File: config.mk
export PLATFORM = sky130hd
export DESIGN_NAME = hc174_load_sequencer
export DESIGN_NICKNAME = d
export VERILOG_FILES = /design/src/rtl/hc_seq_pkg.sv /design/src/rtl/hc_seq_timer.sv /design/src/rtl/hc174_load_sequencer.sv
export SDC_FILE = /design/constraint.sdc
export NUM_CORES = 1
export LEC_CHECK = 0
export ABC_AREA = 1
export CORE_UTILIZATION = 59
export CTS_BUF_LIST = sky130_fd_sc_hd__clkbuf_4 sky130_fd_sc_hd__clkbuf_8
export CTS_CLUSTER_SIZE = 16
export DETAILED_ROUTE_END_ITERATION = 12
export PLACE_DENSITY_LB_ADDON = 0.05
export SLEW_MARGIN = 0
export SYNTH_ARGS = -nofsm -noshare
export SYNTH_HDL_FRONTEND = slang
export SYNTH_SLANG_ARGS = --single-unit
File: constraint.sdc
create_clock -name i_clk -period 1.71 [get_ports i_clk]
set_input_delay 0.2565 -clock i_clk [delete_from_list [all_inputs] [get_ports i_clk]]
set_output_delay 0.2565 -clock i_clk [all_outputs]
set_load 0.01 [all_outputs]
File: src/rtl/hc_seq_pkg.sv
// Shared types and helpers for the HC174 bank load sequencer.
package hc_seq_pkg;

    typedef enum logic [2:0] {
        ST_IDLE   = 3'd0,
        ST_CLEAR  = 3'd1,
        ST_SETUP  = 3'd2,
        ST_STROBE = 3'd3,
        ST_GAP    = 3'd4,
        ST_DONE   = 3'd5
    } state_t;

    // Clock cycles spent on one bank: setup, strobe high time and one hold cycle.
    function automatic int bank_cycles(input int setup_cyc, input int strobe_cyc);
        return setup_cyc + strobe_cyc + 1;
    endfunction

    // Index of the lowest set bit; 0 when no bit is set.
    function automatic logic [2:0] lowest_set(input logic [7:0] v);
        logic [2:0] idx;
        idx = '0;
        for (int i = 7; i >= 0; i--) begin
            if (v[i]) idx = 3'(i);
        end
        return idx;
    endfunction

endpackage

File: src/rtl/hc_seq_timer.sv
// Loadable down-counter with a zero flag, used to time state durations.
module hc_seq_timer #(
    parameter int W = 16
) (
    input  logic         i_clk,
    input  logic         i_rst,
    input  logic         i_load,
    input  logic [W-1:0] i_value,
    output logic         o_zero
);

    logic [W-1:0] r_count;

    // Load a new duration or count down towards zero and stop there.
    always_ff @(posedge i_clk or posedge i_rst) begin
        if (i_rst) begin
            r_count <= '0;
        end else if (i_load) begin
            r_count <= i_value;
        end else if (r_count != '0) begin
            r_count <= r_count - W'(1);
        end
    end

    assign o_zero = (r_count == '0);

endmodule

File: src/rtl/hc174_load_sequencer.sv
// Walks enabled HC174 banks in ascending order, strobing each bank's clock pin
// while the shared bus select points at it, and issues timed bulk clears.
module hc174_load_sequencer
    import hc_seq_pkg::*;
#(
    parameter int BANKS      = 4,
    parameter int SETUP_CYC  = 1,
    parameter int STROBE_CYC = 2,
    parameter int CLR_CYC    = 2,
    localparam int SELW      = (BANKS > 1) ? $clog2(BANKS) : 1
) (
    input  logic             i_clk,
    input  logic             i_rst,
    input  logic             i_start,
    input  logic             i_clr_req,
    input  logic [BANKS-1:0] i_bank_mask,
    output logic [SELW-1:0]  o_sel,
    output logic [BANKS-1:0] o_strobe,
    output logic             o_nclr,
    output logic             o_busy,
    output logic             o_done
);

    localparam logic [15:0] SETUP_LD  = 16'(SETUP_CYC - 1);
    localparam logic [15:0] STROBE_LD = 16'(STROBE_CYC - 1);
    localparam logic [15:0] CLR_LD    = 16'(CLR_CYC - 1);

    state_t           r_state;
    logic [BANKS-1:0] r_pending;
    logic [SELW-1:0]  r_sel;
    logic [BANKS-1:0] r_strobe;
    logic             r_nclr;
    logic             r_busy;
    logic             r_done;

    state_t           w_next;
    logic [BANKS-1:0] w_nextPending;
    logic [SELW-1:0]  w_nextSel;
    logic [BANKS-1:0] w_strobeNext;
    logic [7:0]       w_maskPad;
    logic [7:0]       w_pendPad;
    logic             w_timerLoad;
    logic [15:0]      w_timerValue;
    logic             w_timerZero;

    hc_seq_timer #(.W(16)) u_timer (
        .i_clk   (i_clk),
        .i_rst   (i_rst),
        .i_load  (w_timerLoad),
        .i_value (w_timerValue),
        .o_zero  (w_timerZero)
    );

    // Next state, pending set, select and timer reload for the coming edge.
    always_comb begin
        w_next        = r_state;
        w_nextPending = r_pending;
        w_nextSel     = r_sel;
        w_timerLoad   = 1'b0;
        w_timerValue  = '0;
        w_maskPad     = '0;
        w_maskPad[BANKS-1:0] = i_bank_mask;
        w_pendPad     = '0;
        w_pendPad[BANKS-1:0] = r_pending;
        case (r_state)
            ST_IDLE: begin
                if (i_clr_req) begin
                    w_next       = ST_CLEAR;
                    w_timerLoad  = 1'b1;
                    w_timerValue = CLR_LD;
                end else if (i_start) begin
                    w_nextPending = i_bank_mask;
                    if (i_bank_mask == '0) begin
                        w_next = ST_DONE;
                    end else begin
                        w_next       = ST_SETUP;
                        w_nextSel    = SELW'(lowest_set(w_maskPad));
                        w_timerLoad  = 1'b1;
                        w_timerValue = SETUP_LD;
                    end
                end
            end
            ST_CLEAR: begin
                if (w_timerZero) w_next = ST_DONE;
            end
            ST_SETUP: begin
                if (w_timerZero) begin
                    w_next       = ST_STROBE;
                    w_timerLoad  = 1'b1;
                    w_timerValue = STROBE_LD;
                end
            end
            ST_STROBE: begin
                if (w_timerZero) begin
                    w_next = ST_GAP;
                    w_nextPending[r_sel] = 1'b0;
                end
            end
            ST_GAP: begin
                if (r_pending != '0) begin
                    w_next       = ST_SETUP;
                    w_nextSel    = SELW'(lowest_set(w_pendPad));
                    w_timerLoad  = 1'b1;
                    w_timerValue = SETUP_LD;
                end else begin
                    w_next = ST_DONE;
                end
            end
            ST_DONE: begin
                w_next = ST_IDLE;
            end
            default: begin
                w_next = ST_IDLE;
            end
        endcase
    end

    // Only the bank being visited may see its clock pin high, and only in STROBE.
    always_comb begin
        w_strobeNext = '0;
        if (w_next == ST_STROBE) w_strobeNext[w_nextSel] = 1'b1;
    end

    // Register state and all outputs so the bank pins are glitch-free.
    always_ff @(posedge i_clk or posedge i_rst) begin
        if (i_rst) begin
            r_state   <= ST_IDLE;
            r_pending <= '0;
            r_sel     <= '0;
            r_strobe  <= '0;
            r_nclr    <= 1'b0;
            r_busy    <= 1'b0;
            r_done    <= 1'b0;
        end else begin
            r_state   <= w_next;
            r_pending <= w_nextPending;
            r_sel     <= w_nextSel;
            r_strobe  <= w_strobeNext;
            r_nclr    <= (w_next != ST_CLEAR);
            r_busy    <= (w_next == ST_CLEAR) || (w_next == ST_SETUP) ||
                         (w_next == ST_STROBE) || (w_next == ST_GAP);
            r_done    <= (w_next == ST_DONE);
        end
    end

    assign o_sel    = r_sel;
    assign o_strobe = r_strobe;
    assign o_nclr   = r_nclr;
    assign o_busy   = r_busy;
    assign o_done   = r_done;

endmodule

==> results.toml, run 1 <==
[power_and_ir_drop]
cellPowerDensity_nw_per_um2 = 2020
vdd_ir_drop_max_mv = 1.17
p_leak_nw = 1.10

[detailed_routing]
wl_per_cell_um = 13.4
first_pass_iters = 4
vias = 1613
drt_iter0_markers = 62
routed_wl_um = 3900
final_antenna_net_count = 0
via_per_inst = 5.54
drc = 0

[finish]
layout_common_cells = "47 x nor2_1, 33 x nand2_1, 32 x dfrtp_1"
fill_cells = 219
num_antenna_cells = 0
drive_above_1_share_pct = 18.5
syn_to_final_growth_pct = 20.2
nets = 268
final_common_cell = "nor2_1"
fin_area_sq_um = 2210

[global_routing]
antenna_found_initial = 0
grt_first_pass_wirelength_um = 6710
grt-ovfl-total = 0
track_usage_pct = 26.5
grt_max_degree = 33
grt_pass1_vias = 1641

[sta]
tightest_slew_ns = 0.396
relSlewSlack_pct = 73.6
timing.hold.ws_ns = 0.300
report.final.slew_viol_count = 0
rsz0062_at_grt = "yes"
period_minus_slack_ns = 1.65
finalSetupViolCount = 0
fin_crit_sh_pct = 96.4
hold_violations = 0
clock.fmax_mhz = 607
fin_worst_skew_ns = 0.00465

[logic_synthesis]
synthDistinctLibCells = 28
ys_seq_elements = 32
synth_area_sq_um = 1840
syn_nets = 237
seq_area_frac_synth_pct = 43.5
avgSynthCellArea_sq_um = 8.07
syn_inst = 228
yosysWarnings = 0

[place]
gp_congestion = 0.899
hpwlAfterDp_um = 2950
io_buffer_count = 16
placed_area_sq_um = 2110

[critical_path]
critPathTopFamily = "simple AND/OR/NAND/NOR gates"
path_common_cell = "nand2_2"
cp.buffers_inverters = 0
crit_path_start_kind = "flop"
crit_type = "reg -> reg"
path_cells = "nor2_1 > nand2_2 > nor2_8 > nand2_8 > o21ai_2 > nand2_2 > o21ai_1 > nand2_1"
critPathMaxStageDelay_ns = 0.42
end_kind = "flop"
critical_path_required_ns = 1.93
cp_max_fo = 10
crit_arrival_ns = 1.87
critPathSlowestCell = "dfrtp_1"

[clocking]
postCtsHoldBufs = 0
cts_tree = "yes"
clkSlewWorstSetupHoldPaths_ns = 0.10
clk-insertion-delay-late_ns = 0.33
numCtsBuffers = 5
cts.sinks = 32
cts_root_buffer = "clkbuf_4"
htreeDepth = 2
cts_buffer_depth = 2

[min_path]
worstHoldPathType = "in -> async"

[die]
start_util_pct = 64.5
dieWidth_um = 57.9
die_h_um = 57.9
num_rows = 19
design.core.area_sq_um = 2850
die-area_sq_um = 3350
ios = 17

[status]
status = "finished, final reports clean"

[job]
maxCapViolCount = 0
[registers in the layout, indices dropped and copies added (netlist names)]
signal           flops
u_timer.r_count     16
o_strobe             4
r_pending            4
r_state              3
o_sel                2
o_busy               1
o_done               1
o_nclr               1
[routing by layer]
layer | wire length, um | track usage, %
met5 | 0 | 0
met4 | 110 | 12.2
met3 | 135 | 6.70
met2 | 2070 | 47.1
met1 | 1580 | 29.7
[cells in the mapped netlist]
| cell | n | area, sq um |
|---|---|---|
| nor2_1 | 47 | 176 |
| nand2_1 | 33 | 124 |
| dfrtp_1 | 32 | 801 |
| inv_1 | 21 | 78.8 |
| nand3_1 | 14 | 70.1 |
| a21oi_1 | 13 | 65.1 |
| nor3_1 | 9 | 45.0 |
| o21ai_1 | 7 | 35.0 |
| inv_2 | 6 | 22.5 |
| nand2_2 | 6 | 37.5 |
| xor2_1 | 6 | 52.6 |
| nor2_2 | 4 | 25.0 |
| xnor2_1 | 4 | 35.0 |
| a211oi_1 | 3 | 22.5 |
| nand2_4 | 3 | 33.8 |
| nor2_4 | 3 | 33.8 |
| o21ai_0 | 3 | 15.0 |
| nand3_2 | 2 | 20.0 |
| nand4_1 | 2 | 12.5 |
| nor2_8 | 2 | 40.0 |
| a211oi_2 | 1 | 12.5 |
| a21oi_2 | 1 | 8.76 |
| buf_6 | 1 | 11.3 |
| ha_1 | 1 | 12.5 |
| nand4_2 | 1 | 12.5 |
| nand4_4 | 1 | 21.3 |
| o21a_1 | 1 | 7.51 |
| o21ai_2 | 1 | 8.76 |
[where the power goes]
| group | internal, mW | switching (mW) |
|---|---|---|
| Combinational | 0.984 | 1.56 |
| Clock | 0.322 | 0.251 |
| Sequential | 1.08 | 0.275 |
[worst reg2reg max path, delay by kind of cell (launching register included)]
kind               cells  cell delay, ns
and+or+nand+nor        6            0.85
DFF                    1            0.42
AOI/OAI and AO/OA      2            0.30
[cells by family (layout without fill, tap and decap cells)]
kind of cell	count (synthesis)	count (layout)	synth area share, %
and+or+nand+nor	127	127	35.4
AOI/OAI and AO/OA	30	30	9.52
buffers and inverters	28	60	6.12
xor gates and xnor gates	10	10	4.76
adders and majority gates	1	1	0.680
DFF	32	32	43.5
[path summary, 6_finish.rpt]
check	end	startpoint	slack, ns	cells past startpoint
max	r_pending[0]$_DFFE_PP0P_	u_timer.r_count[13]$_DFFE_PP0P_	0.06	8
min	o_strobe[0]$_DFF_PP0_	i_rst	0.30	3
max reg2reg	r_pending[0]$_DFFE_PP0P_	u_timer.r_count[13]$_DFFE_PP0P_	0.06	8
min reg2reg	r_pending[3]$_DFFE_PP0P_	r_pending[3]$_DFFE_PP0P_	0.52	2
max in group asynchronous	u_timer.r_count[4]$_DFFE_PP0P_	i_rst	1.13	3
min in group i_clk	r_pending[3]$_DFFE_PP0P_	r_pending[3]$_DFFE_PP0P_	0.52	2
[repair_timing]
action / 4_1_cts / 5_1_grt
setup endpoints to repair: 0 / 6
gates resized for setup: 0 / 4
setup buffers: 0 / 0
[stage by stage]
| stage | util, % | instances | setup WS, ns | setup TNS (ns) | total power [mW] |
|---|---|---|---|---|---|
| 2_1_floorplan | - | 228 | 0.206 | 0 | 3.17 |
| 3_3_place_gp | 73.9 | 283 | 0.0157 | 0 | 3.73 |
| 3_5_place_dp | 73.9 | 283 | -0.0246 | -0.0246 | 3.82 |
| 4_1_cts | 76.7 | 291 | 0.0693 | 0 | 4.41 |
| 5_1_grt | 77.5 | 291 | -0.0191 | -0.0341 | 4.81 |
| 6_report | 77.5 | 291 | 0.0614 | 0 | 4.47 |
[area by class of cell]
type,instances,area [sq um],share of cell area (%)
repair buffers,25,240,10.9
inverters,27,101,4.58
well taps,31,38.8,1.75
clock buffers,6,45.0,2.04
multi-input cells,168,951,43.0
clock inverters,2,35.0,1.58
flip-flops and latches,32,801,36.2
Power figures use the tool's default switching activity.
==> inputs of run 2 (changes only) <==
- CORE_UTILIZATION: 59 -> 40
- CTS_BUF_LIST: sky130_fd_sc_hd__clkbuf_4 sky130_fd_sc_hd__clkbuf_8 -> sky130_fd_sc_hd__clkbuf_4
==> run 2 against run 1 <==
Register-to-register slack improved by 0.06 ns. Power grew 1.3%. Sequential power barely moved. Sequential cell count unchanged. First-iteration DRC count rose by 13%. Combinational power up 3%. Fmax rose by 2.2%. Cell count grew 11%. Global-route usage fell by 8.1 points. Critical path depth is 7 lower. Worst setup slack improved by 0.035 ns. Sequential share of layout area down 1.4 points. Largest cell class unchanged.
==> results.toml, run 2 (same netlist as run 1, synthesis figures left out) <==
[critical_path]
critical_path_required_ns = 1.45
rr_worst_depth = 9
crit_arrival_ns = 1.36
r2r_slack_ns = 0.12
reg2reg_from = "u_timer.r_count[0]$_DFFE_PP0P_"
end_kind = "primary output"
crit_path_start_kind = "flop"
critPathMaxStageDelay_ns = 0.57
cp.buffers_inverters = 1
path_cells = "clkdlybuf4s50_1"
crit_type = "reg -> out"
critPathTopFamily = "buffers and inverters"
critPathSlowestCell = "clkdlybuf4s50_1"
cp_max_fo = 6
r2r_end = "o_strobe[1]$_DFF_PP0_"

[finish]
layoutNonFillerInstCount = 323
top_register = "u_timer.r_count"
nets = 279
largest_register_ffs = 16
syn_to_final_growth_pct = 25.2
fin_area_sq_um = 2300
final_common_cell = "nor2_1"
drive_above_1_share_pct = 21.8
layout_common_cells = "46 x nor2_1, 33 x nand2_1, 32 x dfrtp_1"
fill_cells = 441
num_antenna_cells = 0

[detailed_routing]
wl_per_cell_um = 12.5
first_pass_iters = 4
drt_iter0_markers = 70
drc = 0
routed_wl_um = 4040
vias = 1566
via_per_inst = 4.85
final_antenna_net_count = 0

[clocking]
clk-insertion-delay-late_ns = 0.34
numCtsBuffers = 5
postCtsHoldBufs = 0
clkSlewWorstSetupHoldPaths_ns = 0.11
cts_buffer_depth = 2
cts.sinks = 32
htreeDepth = 2
cts_root_buffer = "clkbuf_4"
cts_tree = "yes"

[place]
io_buffer_count = 16
hpwlAfterDp_um = 3030
placed_cells = 314
placed_area_sq_um = 2200
gp_congestion = 0.820

[status]
status = "finished, final reports clean"

[die]
design.core.area_sq_um = 4380
num_rows = 24
die-area_sq_um = 4880
die_h_um = 69.8
dieWidth_um = 69.8
start_util_pct = 42.0
ios = 17

[min_path]
worstHoldPathType = "in -> async"

[sta]
tightest_slew_ns = 0.416
hold_violations = 0
clock.fmax_mhz = 620
fin_worst_skew_ns = 0.00847
fin_crit_sh_pct = 94.4
report.final.slew_viol_count = 0
relSlewSlack_pct = 72.2
fin_tns_setup_ns = 0
finalSetupViolCount = 0
period_minus_slack_ns = 1.61

[power_and_ir_drop]
cellPowerDensity_nw_per_um2 = 1960
power_mw = 4.52
vdd_ir_drop_max_mv = 0.767
p_leak_nw = 1.14

[global_routing]
track_usage_pct = 18.4
grt_first_pass_wirelength_um = 6930
antenna_found_initial = 0
grt_pass1_vias = 1576
grt-ovfl-total = 0
grt_max_degree = 33

[job]
maxCapViolCount = 0
[run 2: cell type report]
type                            instances  area (sq um)  share of cell area, %
Multi-Input combinational cell        168           951                   41.3
Sequential cell                        32           801                   34.8
Timing Repair Buffer                   36           310                   13.5
Inverter                               27           101                   4.40
Tap cell                               52          65.1                   2.82
Clock buffer                            5          37.5                   1.63
Clock inverter                          3          37.5                   1.63
[run 2: worst max-delay path by stage]
| stage | startpoint | end | slack (ns) | cells after the start |
|---|---|---|---|---|
| after detailed placement | i_start | o_strobe[1]$_DFF_PP0_ | -0.05 | 9 |
| after global routing | u_timer.r_count[1]$_DFFE_PP0P_ | u_timer.r_count[0]$_DFFE_PP0P_ | -0.002 | 10 |
| final | o_sel[1]$_DFF_PP0_ | o_sel[1] | 0.1 | 1 |
| after CTS | u_timer.r_count[0]$_DFFE_PP0P_ | u_timer.r_count[14]$_DFFE_PP0P_ | 0.04 | 9 |
| after floorplan | u_timer.r_count[0]$_DFFE_PP0P_ | r_pending[1]$_DFFE_PP0P_ | 0.21 | 9 |
| after global placement | i_start | o_strobe[1]$_DFF_PP0_ | -0.05 | 9 |
[run 2: what timing repair did]
action	4_1_cts	5_1_grt
setup buffers	0	1
endpoints found under the setup margin	0	14
gates resized for setup	0	5
[run 2: power breakdown]
group | total [mW] | internal [mW] | switching, mW
clock network | 0.579 | 0.298 | 0.280
registers | 1.34 | 1.08 | 0.259
logic | 2.61 | 1.07 | 1.54
total | 4.52 | 2.45 | 2.08
[run 2: layer usage]
layer | wire, um | vias up | share of wire [%] | global-route usage, %
met5 | 0 | - | 0 | 0
met2 | 2040 | 24 | 50 | 32.8
met3 | 121 | 6 | 3.0 | 4.36
li1 | - | 823 | - | -
met4 | 61 | 0 | 1.5 | 6.00
met1 | 1820 | 713 | 45 | 21.5
[run 2: stage by stage]
stage / setup slack, ns / util (%) / hold WS, ns
6_report: 0.0965 / 52.5 / 0.293
5_1_grt: -0.00163 / 52.5 / 0.339
4_1_cts: 0.0414 / 51.8 / 0.310
3_5_place_dp: -0.0494 / 50.1 / 0.481
3_3_place_gp: -0.0487 / 50.1 / 0.481
2_1_floorplan: 0.206 / - / 0.373
==> inputs of run 3 (changes only) <==
- CAP_MARGIN: unset -> 30
==> results of run 3 <==
No change in the layout: final DEF, timing and power equal those of run 2.
